===== config.mk =====
export PLATFORM = sky130hd
export DESIGN_NAME = hilo_pipe
export DESIGN_NICKNAME = d
export VERILOG_FILES = /design/src/rtl/hilo_pipe_pkg.sv /design/src/rtl/hilo_stage.sv /design/src/rtl/hilo_pipe.sv
export SDC_FILE = /design/constraint.sdc
export NUM_CORES = 1
export LEC_CHECK = 0
export BUFFER_PORTS_ARGS = -buffer_cell sky130_fd_sc_hd__buf_2
export CAP_MARGIN = 20
export CORE_MARGIN = 5
export CORE_UTILIZATION = 35
export CTS_CLUSTER_SIZE = 40
export DETAILED_ROUTE_END_ITERATION = 16
export GPL_TIMING_DRIVEN = 1
export PLACE_DENSITY_LB_ADDON = 0.08
export SLEW_MARGIN = 15
export SYNTH_ARGS = -nofsm -noshare
export SYNTH_HDL_FRONTEND = slang
export SYNTH_SLANG_ARGS = --single-unit

===== constraint.sdc =====
create_clock -name Clk -period 1.6 [get_ports Clk]
set_input_delay 0.32 -clock Clk [delete_from_list [all_inputs] [get_ports Clk]]
set_output_delay 0.32 -clock Clk [all_outputs]
set_load 0.02 [all_outputs]

===== src/rtl/hilo_pipe_pkg.sv =====
`default_nettype none
// ============================================================================
// Module      : hilo_pipe_pkg
// Description : Shared definitions for the HI/LO pipeline. Holds the ALU
//               operation codes that write HI/LO (also used by the ALU and the
//               controller), the pipeline entry type, and the write-enable
//               decoder.
// Ports       : none (package)
// Revision    : 1.0 - initial release
// ============================================================================
package hilo_pipe_pkg;

    localparam int unsigned c_DATA_W     = 32;
    localparam int unsigned c_ALU_CTRL_W = 6;

    // ALUControl codes that touch HI and/or LO
    localparam logic [c_ALU_CTRL_W-1:0] c_ALU_MADD  = 6'd2;
    localparam logic [c_ALU_CTRL_W-1:0] c_ALU_MSUB  = 6'd8;
    localparam logic [c_ALU_CTRL_W-1:0] c_ALU_MTHI  = 6'd16;
    localparam logic [c_ALU_CTRL_W-1:0] c_ALU_MTLO  = 6'd18;
    localparam logic [c_ALU_CTRL_W-1:0] c_ALU_MULT  = 6'd19;
    localparam logic [c_ALU_CTRL_W-1:0] c_ALU_MULTU = 6'd20;

    // One pipeline level: per-half write enables plus the data to write
    typedef struct packed {
        logic                we_hi;
        logic                we_lo;
        logic [c_DATA_W-1:0] hi;
        logic [c_DATA_W-1:0] lo;
    } hilo_entry_t;

    // Returns {we_hi, we_lo} for an ALU operation code
    function automatic logic [1:0] decode_we(input logic [c_ALU_CTRL_W-1:0] ctrl);
        logic [1:0] we;
        case (ctrl)
            c_ALU_MADD,
            c_ALU_MSUB,
            c_ALU_MULT,
            c_ALU_MULTU: we = 2'b11;
            c_ALU_MTHI:  we = 2'b10;
            c_ALU_MTLO:  we = 2'b01;
            default:     we = 2'b00;
        endcase
        return we;
    endfunction

endpackage : hilo_pipe_pkg
`default_nettype wire


===== src/rtl/hilo_stage.sv =====
`default_nettype none
// ============================================================================
// Module      : hilo_stage
// Description : A single HI/LO pipeline level. Each edge it either loads the
//               incoming entry, holds its contents, or loads a bubble (write
//               enables cleared). Bubble has priority over hold.
// Ports       : clk_i    - clock, rising edge
//               rst_ni   - asynchronous active-low reset, clears the entry
//               hold_i   - keep current contents
//               bubble_i - load with both write enables forced to 0
//               entry_i  - entry to load
//               entry_o  - registered entry
// Revision    : 1.0 - initial release
// ============================================================================
module hilo_stage
    import hilo_pipe_pkg::*;
(
    input  logic        clk_i,
    input  logic        rst_ni,
    input  logic        hold_i,
    input  logic        bubble_i,
    input  hilo_entry_t entry_i,
    output hilo_entry_t entry_o
);

    hilo_entry_t entry_d;
    hilo_entry_t entry_q;

    always_comb begin
        entry_d = entry_i;
        if (bubble_i) begin
            // Data is don't-care once the enables are clear
            entry_d.we_hi = 1'b0;
            entry_d.we_lo = 1'b0;
        end else if (hold_i) begin
            entry_d = entry_q;
        end
    end

    always_ff @(posedge clk_i or negedge rst_ni) begin
        if (!rst_ni) begin
            entry_q <= '0;
        end else begin
            entry_q <= entry_d;
        end
    end

    assign entry_o = entry_q;

endmodule : hilo_stage
`default_nettype wire


===== src/rtl/hilo_pipe.sv =====
`default_nettype none
// ============================================================================
// Module      : hilo_pipe
// Description : HI/LO register pipeline. EX-stage HI/LO results travel through
//               EX/MEM (S1) and MEM/WB (S2) levels before committing to the
//               architectural HI/LO registers. Forwarded values for the ALU
//               come from registered state only, so the madd/msub feedback
//               path through the ALU cannot form a combinational loop.
// Ports       : Clk        - clock, rising edge
//               Reset      - asynchronous active-low reset
//               ALUControl - EX-stage ALU operation code
//               HI_out     - EX-stage HI result
//               LO_out     - EX-stage LO result
//               Stall      - freeze EX/MEM; MEM/WB receives a bubble
//               Flush      - squash the EX-stage write (wins over Stall)
//               HI_in      - forwarded HI to the ALU
//               LO_in      - forwarded LO to the ALU
//               HI_arch    - committed HI
//               LO_arch    - committed LO
// Revision    : 1.0 - initial release
// ============================================================================
module hilo_pipe
    import hilo_pipe_pkg::*;
(
    input  logic                    Clk,
    input  logic                    Reset,
    input  logic [c_ALU_CTRL_W-1:0] ALUControl,
    input  logic [c_DATA_W-1:0]     HI_out,
    input  logic [c_DATA_W-1:0]     LO_out,
    input  logic                    Stall,
    input  logic                    Flush,
    output logic [c_DATA_W-1:0]     HI_in,
    output logic [c_DATA_W-1:0]     LO_in,
    output logic [c_DATA_W-1:0]     HI_arch,
    output logic [c_DATA_W-1:0]     LO_arch
);

    logic [1:0]          w_we;
    hilo_entry_t         w_ex_entry;
    hilo_entry_t         w_s1;
    hilo_entry_t         w_s2;
    logic [c_DATA_W-1:0] hi_arch_d;
    logic [c_DATA_W-1:0] hi_arch_q;
    logic [c_DATA_W-1:0] lo_arch_d;
    logic [c_DATA_W-1:0] lo_arch_q;

    // EX-stage entry built from the operation code and ALU results
    always_comb begin
        w_we             = decode_we(ALUControl);
        w_ex_entry.we_hi = w_we[1];
        w_ex_entry.we_lo = w_we[0];
        w_ex_entry.hi    = HI_out;
        w_ex_entry.lo    = LO_out;
    end

    // S1 (EX/MEM): Flush kills the write even while stalled
    hilo_stage u_s1 (
        .clk_i    (Clk),
        .rst_ni   (Reset),
        .hold_i   (Stall),
        .bubble_i (Flush),
        .entry_i  (w_ex_entry),
        .entry_o  (w_s1)
    );

    // S2 (MEM/WB): a stalled S1 stays put, so S2 must take a bubble to avoid
    // committing the same write twice
    hilo_stage u_s2 (
        .clk_i    (Clk),
        .rst_ni   (Reset),
        .hold_i   (1'b0),
        .bubble_i (Stall),
        .entry_i  (w_s1),
        .entry_o  (w_s2)
    );

    // Architectural registers: halves commit independently
    always_comb begin
        hi_arch_d = hi_arch_q;
        lo_arch_d = lo_arch_q;
        if (w_s2.we_hi) begin
            hi_arch_d = w_s2.hi;
        end
        if (w_s2.we_lo) begin
            lo_arch_d = w_s2.lo;
        end
    end

    always_ff @(posedge Clk or negedge Reset) begin
        if (!Reset) begin
            hi_arch_q <= '0;
            lo_arch_q <= '0;
        end else begin
            hi_arch_q <= hi_arch_d;
            lo_arch_q <= lo_arch_d;
        end
    end

    // Forwarding: the youngest pending write wins (S1 over S2 over ARCH)
    always_comb begin
        if (w_s1.we_hi) begin
            HI_in = w_s1.hi;
        end else if (w_s2.we_hi) begin
            HI_in = w_s2.hi;
        end else begin
            HI_in = hi_arch_q;
        end

        if (w_s1.we_lo) begin
            LO_in = w_s1.lo;
        end else if (w_s2.we_lo) begin
            LO_in = w_s2.lo;
        end else begin
            LO_in = lo_arch_q;
        end
    end

    assign HI_arch = hi_arch_q;
    assign LO_arch = lo_arch_q;

endmodule : hilo_pipe
`default_nettype wire


==> flow_summary.ini <==
[status]
status = finished with violations
violations = negative setup slack

[yosys]
synth-seq-cells = 196
ys_seq_area_frac = 0.639
synth.distinct_cells = 22
syn-cell-area_mm2 = 0.00767
yosys_warnings = 0
syn-instance-count = 432
synth_fp_nets = 506
syn_area_per_cell_um2 = 17.8

[timing]
hold_viol_final = 0
finalWorstSetupSlack_ns = -0.533
rsz0062_at_grt = true
finalCritPeriodShare = 1.33
timing.fmax_ghz = 0.469
clock_skew_ns = 0.00995
setup_viol = 64
tightest_slew_ns = 0.341
period_minus_slack_ns = 2.13
hold_slack_ns = 0.0756
slew_headroom = 0.773
drv_slew = 0

[grt]
grt_pass1_vias = 4818
grt_pass1_wl_mm = 27.0
gr-usage-all-layers = 0.141
grt.overflow.total = 0
antenna_found_initial = 0
grt_max_degree = 46

[die]
io_pins = 202
die_x_um = 158
die_h_um = 158
core_mm2 = 0.0217
dieArea_mm2 = 0.0250
rows = 54
initial_core_util = 0.354

[final_layout]
drive_above_1_share = 0.653
utilization = 0.460
fillerInstances = 1968
fin_area_mm2 = 0.00997
final_common_cell = dfrtp_1
nNetsFinal = 721
area_growth_pct = 30.0
final_cell_mix = dfrtp_1 (194), buf_2 (164), mux2_2 (95)
n_antenna_cell = 0

[critical_path]
reg2regPathDepth = 2
arrival_ns = 1.81
critPathKind = reg2out
cpPeakStageDelay_ns = 0.41
r2r_setup_slack_ns = 0.50
path_max_fanout = 21
critPathCaptureType = output pin
worstPathRequired_ns = 1.28
reg2reg_from = u_s2.entry_o[64]
cp_cell_sequence = buf_12 > mux2_4 > mux2_4 > buf_6
cp-start-kind = flip-flop
crit_slowest_cell = dfrtp_2
reg2reg_to = LO_arch[11]
path_common_cell = mux2_4

[power_and_ir_drop]
p_total_mw = 14.1
power_density_mw_per_mm2 = 1410
peakVddDrop_mv = 0.662
power.leakage_nw = 4.82

[cts]
cts_max_path_buffers = 2
numCtsBuffers = 17
clk_pin_slew_ns = 0.07
cts_tree = yes
htree_levels = 4
post-cts-setup-buffers = 0
cts.sinks = 196
clk_latency_ns = 0.43
cts-root-buf = clkbuf_16

[placement]
dp_slack_ns = -0.103
place_congestion = 0.765
port_buffers = 201
dp_hpwl_mm = 11.7
post_dp_cell_area_mm2 = 0.00906

[run]
drv_cap = 0

[route]
vias = 4311
drt_iter0_markers = 82
wl_per_cell_um = 18.3
drt-pass1-iter-count = 4
wirelength_mm = 17.2
vias_per_cell = 4.59
antenna_left = 0
drc = 0

[worst_hold_path]
worstHoldPathCells = 2
hp-start = Flush
whs_endpoint = u_s1.entry_o[64]
hold_path.class = in2reg
[how the worst max path moves through the flow]
stage | start | end | slack, ns | depth (start not counted)
global route | u_s2.entry_o[64] | LO_in[11] | -0.61 | 4
CTS | u_s2.entry_o[65] | HI_in[30] | -0.57 | 4
detailed placement | u_s2.entry_o[64] | LO_in[11] | -0.10 | 4
global placement | u_s2.entry_o[64] | LO_in[14] | -0.10 | 4
floorplan | u_s2.entry_o[65] | HI_in[10] | 0.05 | 4
finish | u_s2.entry_o[64] | LO_in[11] | -0.53 | 4
[through the flow]
stage | setup TNS [ns] | cells
2_1_floorplan | 0 | 432
3_3_place_gp | -3.73 | 907
3_5_place_dp | -4.29 | 907
4_1_cts | -34.53 | 940
5_1_grt | -36.31 | 940
6_report | -31.95 | 940
[cell type report]
class,count,area [um2],area share
multi-input combinational,213,2610,0.261
timing repair buffer,218,1520,0.153
inverter,1,3.75,0.000376
clock inverter,14,140,0.0141
clock buffer,18,439,0.0440
sequential,196,4910,0.492
tap,280,350,0.0351
[timing repair]
item	4_1_cts	5_1_grt
hold endpoints to repair	29	0
cloned	0	0
gates resized for setup	38	59
setup endpoints to repair	64	64
hold buffers	1	0
[synth_stat cells, drive strengths merged]
cell      n  area, um2
dfrtp   196       4900
mux2    192       2390
buf      22        247
nand2     4       22.5
nor2      4       15.0
and2b     3       22.5
a21oi     2       10.0
a311o     1       10.0
a32o      1       10.0
inv       1       3.75
nand2b    1       6.26
nand3     1       5.00
nor3      1       5.00
nor3b     1       7.51
o21bai    1       7.51
o221ai    1       8.76
[layer usage]
layer  wire length [um]  up-vias  track usage
li1                   -     1957            -
met1               7860     2214        0.193
met2               8160      122        0.220
met3                968       18       0.0405
met4                235        0       0.0410
met5                  0        -            0
[worst max-delay path: cells and delay by family, from the launching register on]
family | cells | cell delay (ns)
buffers and inverters | 2 | 0.36
flip-flops | 1 | 0.41
multiplexers | 2 | 0.61
[logic make-up (layout without fill, tap and decap cells)]
group / after synthesis / after routing / share of synthesized area
flops: 196 / 196 / 0.639
mux: 192 / 192 / 0.311
buf+inv: 23 / 251 / 0.0326
simple gates: 15 / 15 / 0.0109
compound gates: 6 / 6 / 0.00603
[registers in the layout (all words and copies together) (netlist names)]
register,cells
HI_arch,32
u_s2.entry_o,66
LO_arch,32
u_s1.entry_o,66
[where the power goes]
| group | total [mW] | internal (mW) | switching [mW] | leakage (nW) |
|---|---|---|---|---|
| clock network | 4.21 | 2.24 | 1.97 | 0.286 |
| registers | 5.97 | 5.61 | 0.360 | 2.38 |
| logic | 3.90 | 1.90 | 2.00 | 2.16 |
(Power assumes the default switching activity.)
